--- src/rtl/store_buffer.sv ---
// Circular FIFO of pending stores between the store unit and the data-cache store controller,
// with a combinational load-address check for store-to-load forwarding.

package store_buffer_pkg;

  typedef enum logic [1:0] {
    BYTE      = 2'd0,
    HALF_WORD = 2'd1,
    WORD      = 2'd2
  } store_width_e;

  typedef struct packed {
    logic [31:0]  address;
    logic [31:0]  data;
    store_width_e store_width;
  } store_buffer_entry_t;

endpackage

module store_buffer
  import store_buffer_pkg::*;
#(
  parameter int unsigned DEPTH = 4
) (
  input  logic                clk_i,
  input  logic                rst_n_i,
  input  logic                halt_i,
  input  logic                push_i,
  input  store_buffer_entry_t push_entry_i,
  output logic                full_o,
  output logic                empty_o,
  output logic                request_o,
  output store_buffer_entry_t entry_o,
  input  logic                valid_i,
  input  logic [31:0]         load_address_i,
  output logic                forward_valid_o,
  output logic [31:0]         forward_data_o,
  output logic                conflict_o
);

  localparam int unsigned PtrW = $clog2(DEPTH);
  localparam int unsigned CntW = PtrW + 1;
  localparam logic [CntW-1:0] DepthCnt = CntW'(DEPTH);

  store_buffer_entry_t entries_q [DEPTH];
  store_buffer_entry_t entries_d [DEPTH];
  logic [PtrW-1:0]     rd_ptr_q, rd_ptr_d;
  logic [PtrW-1:0]     wr_ptr_q, wr_ptr_d;
  logic [CntW-1:0]     count_q, count_d;
  logic [DEPTH-1:0]    valid_q, valid_d;

  logic push_ok;
  logic pop_ok;

  assign full_o    = (count_q == DepthCnt);
  assign empty_o   = (count_q == '0);
  assign request_o = !empty_o;
  assign entry_o   = entries_q[rd_ptr_q];

  // Both acceptances use the pre-edge count, so a push while full is rejected even if popping.
  assign push_ok = push_i && !full_o && !halt_i;
  assign pop_ok  = valid_i && !empty_o && !halt_i;

  always_comb begin
    entries_d = entries_q;
    rd_ptr_d  = rd_ptr_q;
    wr_ptr_d  = wr_ptr_q;
    valid_d   = valid_q;
    count_d   = count_q + {{PtrW{1'b0}}, push_ok} - {{PtrW{1'b0}}, pop_ok};
    if (pop_ok) begin
      valid_d[rd_ptr_q] = 1'b0;
      rd_ptr_d          = rd_ptr_q + 1'b1;
    end
    if (push_ok) begin
      entries_d[wr_ptr_q] = push_entry_i;
      valid_d[wr_ptr_q]   = 1'b1;
      wr_ptr_d            = wr_ptr_q + 1'b1;
    end
  end

  always_ff @(posedge clk_i or negedge rst_n_i) begin
    if (!rst_n_i) begin
      rd_ptr_q <= '0;
      wr_ptr_q <= '0;
      count_q  <= '0;
      valid_q  <= '0;
    end else begin
      rd_ptr_q <= rd_ptr_d;
      wr_ptr_q <= wr_ptr_d;
      count_q  <= count_d;
      valid_q  <= valid_d;
    end
  end

  // Payload storage needs no reset; only entries covered by valid_q are ever observed.
  always_ff @(posedge clk_i) begin
    entries_q <= entries_d;
  end

  logic            fwd_hit;
  logic [PtrW-1:0] fwd_idx;
  logic [PtrW-1:0] scan_idx;
  logic            fwd_ok;

  // Scan oldest to youngest so the last hit is the youngest matching store.
  always_comb begin
    fwd_hit  = 1'b0;
    fwd_idx  = '0;
    scan_idx = '0;
    for (int i = 0; i < DEPTH; i++) begin
      scan_idx = rd_ptr_q + PtrW'(i);
      if (valid_q[scan_idx] &&
          (entries_q[scan_idx].address[31:2] == load_address_i[31:2])) begin
        fwd_hit = 1'b1;
        fwd_idx = scan_idx;
      end
    end
  end

  always_comb begin
    fwd_ok = fwd_hit &&
             (entries_q[fwd_idx].store_width == WORD) &&
             (entries_q[fwd_idx].address[1:0] == 2'b00) &&
             (load_address_i[1:0] == 2'b00);
    forward_valid_o = fwd_ok;
    conflict_o      = fwd_hit && !fwd_ok;
    forward_data_o  = fwd_ok ? entries_q[fwd_idx].data : 32'h0;
  end

endmodule

--- config.mk ---
export PLATFORM = sky130hd
export DESIGN_NAME = store_buffer
export DESIGN_NICKNAME = d
export VERILOG_FILES = /design/src/rtl/store_buffer.sv
export SDC_FILE = /design/constraint.sdc
export NUM_CORES = 1
export LEC_CHECK = 0
export ABC_CLOCK_PERIOD_IN_PS = 6970
export CELL_PAD_IN_SITES_DETAIL_PLACEMENT = 0
export CELL_PAD_IN_SITES_GLOBAL_PLACEMENT = 2
export CORE_ASPECT_RATIO = 1.1
export CORE_MARGIN = 2
export CORE_UTILIZATION = 35
export DETAILED_ROUTE_END_ITERATION = 10
export MAX_ROUTING_LAYER = met4
export PLACE_DENSITY_LB_ADDON = 0.1
export SETUP_SLACK_MARGIN = 0.15
export SLEW_MARGIN = 20
export SYNTH_ARGS = -nofsm -noshare
export SYNTH_HDL_FRONTEND = slang
export SYNTH_SLANG_ARGS = --single-unit
export TNS_END_PERCENT = 1
--- constraint.sdc ---
create_clock -name clk_i -period 6.97 [get_ports clk_i]
set_input_delay 1.394 -clock clk_i [delete_from_list [all_inputs] [get_ports clk_i]]
set_output_delay 1.394 -clock clk_i [all_outputs]
set_load 0.05 [all_outputs]
Word-level counts from Yosys, hierarchy flattened --
Cells that the tools add are included.
Storage, ports and cells: register bits 275, input bits 103, logic and storage cells 114
Operators by class: bitwise logic cells 9, $add $sub $neg 6, equality and inequality tests 6, multiplexer cells 41, reductions and logical operators 22, magnitude comparators 14
Operator list (number):
- $bmux W66 S2 | 5
- $mux W66 | 9
- $bwmux W264 | 1
- $demux W66 S2 | 1
- $eq A30 B30 Y1 | 4
- $mux W36 | 2
- $mux W32 | 1
- $ge A3 B3 Y1 const B | 6
- $not A2 Y3 | 6
- $logic_and A1 B1 Y1 | 15
- $lt A2 B3 Y1 const B | 5
- $mux W1 | 10
- $bmux W1 S2 | 4
- $mux W2 | 4
- $mux W4 | 2
- $add A2 B1 Y2 const B | 2
- $add A2 B2 Y2 const B | 2
- $and A4 B4 Y4 | 1
- $demux W1 S2 | 2
- $ge A2 B1 Y1 const B | 2
- $logic_not A1 Y1 | 4
- $logic_not A2 Y1 | 2
- $not A4 Y4 | 1
- $or A4 B4 Y4 | 1
- 6 further kinds | 6

Longest topological paths before layout --
Gate-level depths: netlist (run 1).
depth after elaboration 20, depth in mapped cells 27, mapped depth without buffers 13

Least setup slack after synthesis (run 1) --
Ideal clock, no wire load.
kind register to output, start point reg rd_ptr_q[0], end point out forward_data_o[2], arrival 6.707 ns, setup slack -1.131 ns, required time 5.576 ns, stages on the path, launching flop included 27, path buffers 14, cell sequence dfrtp_1 buf_6 buf_6 inv_1 clkbuf_1 buf_2 buf_1 clkbuf_1 buf_1 ha_1 buf_4 buf_2 buf_4 buf_4 mux4_2 xnor2_1 nand4_1 nor3_1 nor4bb_1 clkbuf_1 nor4_1 a2111o_1 buf_4 o211ai_2 o211a_4 buf_2 a21boi_1
Between the ends: elaborated cells on any way between the ends 53, those cells by class 3 x add/sub; 5 x eq/ne; 32 x mux; 5 x bitwise; 8 x reduce/logical
RTL lines:
- from (decl) | RTL line 47 | logic [PtrW-1:0] rd_ptr_q, rd_ptr_d;
- from (signal assigned) | RTL line 88 | rd_ptr_q <= rd_ptr_d;
- $add A2 B2 Y2 (*) | RTL line 111 | scan_idx = rd_ptr_q + PtrW'(i);
- via scan_idx[0] | RTL line 102 | logic [PtrW-1:0] scan_idx;
- $not A2 Y3 (implied by the code) | RTL line 113 | (entries_q[scan_idx].address[31:2] == load_address_i[31:2])) begin
- $bmux W66 S2 | RTL line 113
- $mux W66 (implied by the code) (2 in a row) | RTL line 113
- $eq A30 B30 Y1 | RTL line 113
- $logic_and A1 B1 Y1 | RTL line 112 | if (valid_q[scan_idx] &&
- $mux W2 | RTL line 112
- $not A2 Y3 (implied by the code) | RTL line 122, 123
- $bmux W66 S2 | RTL line 122, 123
- $mux W36 (implied by the code) (2 in a row) | RTL line 127 | forward_data_o = fwd_ok ? entries_q[fwd_idx].data : 32'h0;
- $eq A2 B2 Y1 | RTL line 122 | (entries_q[fwd_idx].store_width == WORD) &&
- $logic_and A1 B1 Y1 | RTL line 121 | fwd_ok = fwd_hit &&
- $logic_and A1 B1 Y1 (*) | RTL line 122
- $logic_and A1 B1 Y1 (*) | RTL line 123 | (entries_q[fwd_idx].address[1:0] == 2'b00) &&
- via forward_valid_o | RTL line 36 | output logic forward_valid_o,
- $mux W32 (*) | RTL line 127
- to (decl) | RTL line 37 | output logic [31:0] forward_data_o,
The timed path passes the listed nets; every way through them passes the cells marked *. The select of a mux whose other input is x is not followed.

Worst setup path in the final report (run 1) --
start point in load_address_i[23], end point out forward_data_o[19]
Between the ends: cells in the longest elaborated chain, start to end 15, elaborated cells on any way between the ends 26, those cells by class 5 x eq/ne; 12 x mux; 1 x bitwise; 8 x reduce/logical
RTL lines:
- from (decl) | RTL line 35 | input logic [31:0] load_address_i,
- $eq A30 B30 Y1 | RTL line 113
- $logic_and A1 B1 Y1 | RTL line 112
- $mux W2 (4 in a row) | RTL line 112
- $not A2 Y3 (implied by the code) | RTL line 122, 123, 127
- $bmux W66 S2 | RTL line 122, 123, 127
- $mux W36 (implied by the code) (2 in a row) | RTL line 127
- $eq A2 B2 Y1 | RTL line 122
- $logic_and A1 B1 Y1 | RTL line 121
- $logic_and A1 B1 Y1 | RTL line 122
- $logic_and A1 B1 Y1 | RTL line 123
- $mux W32 (*) | RTL line 127
Mark *: on every way between the ends. The rest lies on a longest branch, timed or not. The select of a mux whose other input is x is not followed.

==> results of run 1 <==
cell families (layout without fill, tap and decap cells):
kind of cell               count (synthesis)  in the layout  share of synthesized area [%]
other                                      0              2                              0
xor gates and xnor gates                 104            104                           4.94
and+or+nand+nor                          335            335                           9.04
AOI/OAI and AO/OA                        378            378                           14.5
adders and majority gates                 11             11                          0.787
muxes                                    246            246                           21.9
buffers and inverters                    160            438                           4.32
DFF                                      275            275                           44.5
power by group through the flow:
stage                     Sequential, mW  Clock (mW)  Combinational [mW]
after floorplan                     2.17           0                4.24
after global placement              2.22           0                6.05
after detailed placement            2.23           0                6.05
after CTS                           2.20        1.87                6.32
after global routing                2.22        1.94                6.97
final                               2.20        1.83                6.60
layout make-up:
type / count / area (um^2) / share of cell area (%)
inverters: 17 / 66.3 / 0.275
multi-input cells: 1074 / 10100 / 42.1
clock buffers: 40 / 915 / 3.79
flip-flops and latches: 275 / 8210 / 34.1
diodes: 2 / 5.00 / 0.0208
repair buffers: 358 / 3690 / 15.3
clock inverters: 23 / 235 / 0.976
well taps: 675 / 845 / 3.50
worst max path at each step:
stage,depth (start not counted),from,end,slack (ps)
after CTS,18,rd_ptr_q[1],forward_data_o[6],140
after global routing,19,rd_ptr_q[1],forward_data_o[6],100
after floorplan,23,rd_ptr_q[0],forward_data_o[2],150
after detailed placement,14,load_address_i[3],forward_data_o[6],-9
after global placement,14,load_address_i[3],forward_data_o[6],-40
final,16,load_address_i[23],forward_data_o[19],250
flip-flops by register name (all words and copies together), names as in the netlist:
name and count:
count_q 3, entries_q 264, rd_ptr_q 2, valid_q 4, wr_ptr_q 2
worst max-delay path, stage by stage:
cell and delay (ps):
clkdlybuf4s50_1 550, buf_4 210, xor2_1 410, nand3_1 200
a21oi_1 370, nor4bb_4 360, buf_4 160, nor4bb_1 50
a2111o_2 470, buf_12 170, buf_12 130, clkbuf_16 180
nor3_2 180, a31oi_1 90, a21boi_4 200, buf_6 180
what timing repair did:
item	4_1_cts	5_1_grt
gates cloned	2	5
pin swaps	1	18
hold buffers	0	0
buffers inserted	7	23
endpoints found under the setup margin	34	33
resized for setup	16	71
Yosys cell counts, types with 4 or more instances:
master     count  area (um^2)
nand2b_1       9         56.3
nor4b_1        4         35.0
inv_1         17         63.8
a21boi_0       6         45.0
ha_1          10          125
clkbuf_1      69          259
mux4_2       126         2840
buf_6         10          113
o21ai_1        8         40.0
nor2_1        19         71.3
nor3b_1        5         37.5
a221o_1       32          320
buf_2         28          140
buf_1         21         78.8
dfrtp_1       11          275
a31oi_1       29          181
nand3_1       14         70.1
o22ai_1        8         50.1
a221oi_1      37          324
nor2b_1        5         31.3
and2_1        13         81.3
o2111ai_1      6         52.6
o21ai_0       22          110
or3_1          5         31.3
xnor2_1       88          771
nand2_1      157          589
a22oi_1       14          105
nand4_1       25          156
nor4_1        14         87.6
a21boi_1      32          240
edfxtp_1     264         7930
a2bb2oi_1      7         61.3
buf_4         11         82.6
a2111oi_0      5         43.8
a21oi_1      100          500
o2bb2ai_1      7         61.3
mux2i_1      117         1170
a21o_1        37          278
o211ai_1       7         52.6
xor2_1        16          140
nor3_1        42          210
routing by layer:
layer	GRT usage [%]	share of wire, %
met5	-	0
met4	8.27	3.2
met3	3.75	4.9
met2	42.1	52
met1	29.7	40
==> results by group, run 1 <==
Placement
  – Inst Count DP: between 2,000 and 2,500
  – Dpl cell area: ~22,000 um^2
  – Dpl hpwl: around 45 mm
  – Pre-CTS WS: -9.35 ps
  – Buffers on Ports: 205
  – Routability cong.: around 0.94

GRT
  – All-Layer GR Usage: approximately a quarter
  – Grt ovf: 0
  – Antenna violations before repair: 2
  – Largest net degree at the start of global routing: approximately 130
  – Vias in the first global route: 14,400
  – First-pass GRT wire length: about 97 mm

Timing
  – Max Freq: 149 MHz
  – Final setup margin: about 250 ps
  – Fin Setup TNS: 0 ps
  – Slew margin rel.: approximately a third
  – Hold slack: 545 ps
  – Max Slew Vio Count: 0
  – Final Setup Violations: 0
  – RSZ-0062 raised after global routing: yes
  – Slew @ Worst Pin: approximately 990 ps
  – Fin crit share: about 96%
  – Tmin final: 6720 ps
  – Hold Fails Final Rpt: 0
  – Clock Skew: between 15 and 20 ps

Setup path
  – CP Max Fanout: 17
  – Critical path startpoint category: input port
  – Worst reg2reg endpoint: entries_q[16]
  – Reg-to-reg critical path startpoint: count_q[2]
  – Reg2Reg Depth: 4
  – Critical Path AT: roughly 5300 ps
  – CP Capture Type: output port
  – Worst setup path class: input port to output port
  – R2R Setup Slk: 3850 ps
  – Req. time, crit path: roughly 5600 ps

Power and ir drop
  – Sequential power share: 20.7%
  – Max IR drop VDD: ~380 uV
  – Combinational group share of total power: roughly 62%
  – Clk pwr share: 17.2%
  – Pwr per Cell Area: 441 nW/um^2
  – Internal cell power: slightly below 6 mW
  – Design Power: around 11 mW
  – Sw frac: between 40% and 50%
  – Switching pwr: between 4 and 5 mW
  – Pleak: about 8.5 nW

Clocking
  – Worst-path clk slew: roughly 60 ps
  – CTS tree: yes
  – CTS Buffer Depth: 3
  – Worst-Skew Late Latency: approximately 560 ps
  – Clock Tree Root: clkbuf_16
  – Total clock buffers created by CTS: 35
  – # clock sinks: around 280
  – Clock H-tree levels: 2

Detailed routing
  – Vias: 14,400
  – Drt via density: ~6
  – DRT iter0 DRCs: roughly 1,100
  – Routed Antenna Nets: 0
  – Wire per inst: approximately 27 um
  – Routed WL: about 67 mm
  – DRC viols: 0
  – Drt pass-1 iters: 5

Synthesis
  – Post-Syn Area per Cell: approximately 12 um^2
  – Mapped Cells: roughly 1,500
  – Post-synth EDFFs: between 200 and 300
  – Top FF cell, synth: edfxtp_1
  – Synth unique cells: between 70 and 80
  – Synth async-reset ratio: approximately 4%
  – Mapped cell area: 18,400 um^2
  – Yosys reg bits: roughly 280
  – Yosys warning count: 0
  – Post-synthesis sequential area ratio: ~44%
  – Syn Nets: 1,623

Layout
  – Layout Utilization: a little under half
  – Layout cells sized above 1: a little over a quarter
  – Fill cell count: 4,808
  – Post-Layout Inst Area: between 20,000 and 25,000 um^2
  – Layout area overhead: 30.7%
  – Fin cells: ~2,500
  – Most common cell after layout, fill and taps aside: edfxtp_1
  – Most frequent cells in the layout: 264 x edfxtp_1, 164 x clkdlybuf4s50_1, 157 x nand2_1
  – Nets: 1,875

Die
  – Die X: 223 um
  – Die ar.: approximately 55,000 um^2
  – I/O pins: a little over 200
  – Core box area: roughly 52,000 um^2
  – Cell Rows: 88
  – Die Y: roughly 240 um
  – Initial core utilization: 35.2%

Flow run
  – Max-cap viol count: 0

Min path
  – Worst Hold Path EP: count_q[0]
  – Hold Path Class: flip-flop to flip-flop
  – Hold depth: 1
  – Hold Startpoint: count_q[0]

Run status
  – Status: completed
Note: power is estimated with default switching activity, not from simulation.
==> run 2, diff against run 1 <==
--- a/config.mk
+++ b/config.mk
@@ -5,12 +5,14 @@
 export SDC_FILE = /design/constraint.sdc
 export NUM_CORES = 1
 export LEC_CHECK = 0
-export ABC_CLOCK_PERIOD_IN_PS = 6970
+export ABC_AREA = 0
+export ABC_CLOCK_PERIOD_IN_PS = 6350
+export CAP_MARGIN = 30
 export CELL_PAD_IN_SITES_DETAIL_PLACEMENT = 0
 export CELL_PAD_IN_SITES_GLOBAL_PLACEMENT = 2
 export CORE_ASPECT_RATIO = 1.1
 export CORE_MARGIN = 2
-export CORE_UTILIZATION = 35
+export CORE_UTILIZATION = 39
 export DETAILED_ROUTE_END_ITERATION = 10
 export MAX_ROUTING_LAYER = met4
 export PLACE_DENSITY_LB_ADDON = 0.1
==> constraint.sdc (replaced) <==
create_clock -name clk_i -period 6.35 [get_ports clk_i]
set_input_delay 1.27 -clock clk_i [delete_from_list [all_inputs] [get_ports clk_i]]
set_output_delay 1.27 -clock clk_i [all_outputs]
set_load 0.05 [all_outputs]
==> results by group, run 2 (synthesis gave the netlist of run 1 again) <==
Timing
  – Clock Skew: 14.2 ps (-1.55 ps)
  – Slew @ Worst Pin: 930 ps (-59.5 ps)
  – Final setup margin: -251 ps (-504 ps)
  – Max Slew Vio Count: 0 (unchanged)
  – Final Setup Violations: 34 (+34)
  – Slew margin rel.: 37.1% (+3.1 points)
  – Hold Fails Final Rpt: 0 (unchanged)
  – Tmin final: between 6000 and 7000 ps
  – Max Freq: approximately 150 MHz
  – RSZ-0062 raised after global routing: yes
  – Fin crit share: 104%

Setup path
  – Crit path largest cell delay: 590 ps (+40 ps)
  – CP delay by family, top: compound AO/OA/AOI/OAI gates
  – Slowest CP cell: a2111o_2
  – Critical Path AT: 5330 ps (about the same)
  – CP Capture Type: output port
  – Critical path startpoint category: flip-flop
  – Worst path most repeated cell: buf_12
  – Critical path buffers and inverters: 9 (+2)
  – Req. time, crit path: 5080 ps (-500 ps)
  – Critical-path cell list: inv_4, ha_4, buf_16, buf_12, buf_12, mux4_2, xnor2_2, buf_4, nand3_1, or4_4, nor4bb_4, buf_4, nor4bb_1, a2111o_2, o211ai_2, o211a_4, buf_12, buf_12, a21boi_4, buf_12
  – Worst setup path class: flip-flop to output port
  – CP Max Fanout: 7 (-10)

Power and ir drop
  – Design Power: 12.2 mW (+14%)
  – Pwr per Cell Area: 483 nW/um^2 (+9.6%)
  – Max IR drop VDD: 305 uV (-21%)
  – Pleak: 9.02 nW (+5.7%)

GRT
  – Grt ovf: 0 (unchanged)
  – Routing usage on met1: 35.5% (+5.7 points)
  – Largest net degree at the start of global routing: 85 (-36%)
  – Global-route met2 utilization: 46.4% (+4.3 points)
  – Met3 track demand over resource: 3.77% (+0.027 points)
  – Gr busiest metal: met2
  – First-pass GRT wire length: 97.8 mm (+1.1%)
  – All-Layer GR Usage: 27.8% (+3.3 points)
  – Vias in the first global route: 15,100 (+4.6%)
  – Antenna violations before repair: 2 (unchanged)

Layout
  – Nets: 1,940 (+3.5%)
  – Top flop regs: entries_q x264, valid_q x4, count_q x3
  – Fin cells: 2,449 (-0.61%)
  – Max FFs per register: 264 (unchanged)
  – Layout area overhead: 36.4%
  – Most frequent cells in the layout: 264 x edfxtp_1, 169 x clkdlybuf4s50_1, 169 x buf_4
  – Most flops, register: entries_q
  – Most common cell after layout, fill and taps aside: edfxtp_1
  – Layout cells sized above 1: 28.9% (+2.8 points)

Clocking
  – Clock Tree Root: clkbuf_16
  – # clock sinks: 275 (unchanged)
  – Cts hold-fix bufs: 0 (unchanged)
  – Worst-Skew Late Latency: 550 ps (about the same)
  – Clock H-tree levels: 2 (unchanged)
  – Worst-path clk slew: 60 ps (about the same)
  – CTS Buffer Depth: 3 (unchanged)
  – Total clock buffers created by CTS: 35 (unchanged)
  – CTS tree: yes

Placement
  – Inst Count DP: 2,342 (-0.85%)
  – Buffers on Ports: 205 (unchanged)
  – Dpl hpwl: 45.0 mm (+0.67%)
  – Routability cong.: 0.949 (+0.43%)

Die
  – Die X: 211 um (-5.2%)
  – Cell Rows: 83 (-5.7%)
  – Die ar.: 49,000 um^2 (-10%)
  – Die Y: 232 um (-5.2%)
  – I/O pins: 206 (unchanged)
  – Initial core utilization: 39.5% (+4.3 points)
  – Core box area: 46,600 um^2 (-11%)

Detailed routing
  – Routed Antenna Nets: 0 (unchanged)
  – Drt via density: 6.09 (+4.2%)
  – DRC viols: 0 (unchanged)
  – Drt pass-1 iters: 5 (unchanged)
  – DRT iter0 DRCs: 1,173 (+2.2%)
  – Routed WL: 66.4 mm (-0.49%)
  – Vias: 14,900 (+3.6%)
  – Wire per inst: 27.1 um (+0.11%)

Min path
  – Hold Path Class: flip-flop to flip-flop

Run status
  – Failing checks: negative setup slack
  – Status: finished with violations

Flow run
  – Max-cap viol count: 0 (unchanged)
## run 2: cell types whose count changed in the layout (fill, tap and decap cells not counted), sizes merged
| cell | previous run | this run |
|---|---|---|
| buf | 181 | 247 |
| dlymetal6s2s | 7 | 1 |
| bufinv | 3 | 8 |
| clkdlybuf4s50 | 164 | 169 |
| clkinvlp | 5 | 0 |
| clkinv | 9 | 13 |
| inv | 23 | 19 |
| clkbuf | 44 | 43 |
| dlygate4sd2 | 0 | 1 |
## run 2: timing repair
item,in CTS,in global routing
gates resized for setup,29,41
buffers inserted,18,14
pin swaps,16,15
gates cloned,7,2
setup endpoints to repair,34,34
## run 2: path summary, 6_finish.rpt
kind	slack, ps	endpoint	cells after the start	start
max	-250	forward_data_o[0]	20	rd_ptr_q[0]
min	530	count_q[0]	1	count_q[0]
max reg2reg	3840	entries_q[105]	5	count_q[2]
min reg2reg	530	count_q[0]	1	count_q[0]
max in group asynchronous	4820	rd_ptr_q[0]	1	rst_n_i
min in group asynchronous	1090	count_q[2]	1	rst_n_i
## run 2: per-stage QoR
step	TNS [ps]	utilization (%)	area [um^2]	hold slack, ps	setup WS, ps
2_1_floorplan	0	-	19000	494	10.8
3_3_place_gp	-10110	49.1	22900	516	-351
3_5_place_dp	-8810	49.2	22900	522	-321
4_1_cts	-7190	53.1	24800	535	-247
5_1_grt	-10770	53.9	25100	566	-332
6_report	-6810	53.9	25100	533	-251
## run 2: final cells by class
| type | count | area (um^2) |
|---|---|---|
| timing repair buffer | 423 | 4690 |
| sequential | 275 | 8210 |
| tap | 595 | 744 |
| multi-input combinational | 1074 | 10200 |
| clock buffer | 40 | 937 |
| fill | 3948 | 21500 |
| clock inverter | 23 | 317 |
| antenna | 2 | 5.00 |
| inverter | 17 | 68.8 |
## run 2: where the power goes
group          internal, mW  switching (mW)  leakage [nW]
sequential             2.23           0.181          2.52
clock                  1.38           0.786         0.614
combinational          3.38            4.19          5.89
## run 2: layer usage
layer / wire length (um) / part of all wire [%]
met5: 0 / 0
met4: 1830 / 2.8
met3: 3800 / 5.7
met2: 33600 / 51
met1: 27100 / 41
==> run 3, diff against run 2 <==
--- a/config.mk
+++ b/config.mk
@@ -14,6 +14,7 @@
 export CORE_MARGIN = 2
 export CORE_UTILIZATION = 39
 export DETAILED_ROUTE_END_ITERATION = 10
+export GPL_TIMING_DRIVEN = 1
 export MAX_ROUTING_LAYER = met4
 export PLACE_DENSITY_LB_ADDON = 0.1
 export SETUP_SLACK_MARGIN = 0.15
==> results of run 3 <==
No change in the layout: final DEF, timing and power equal those of run 2.
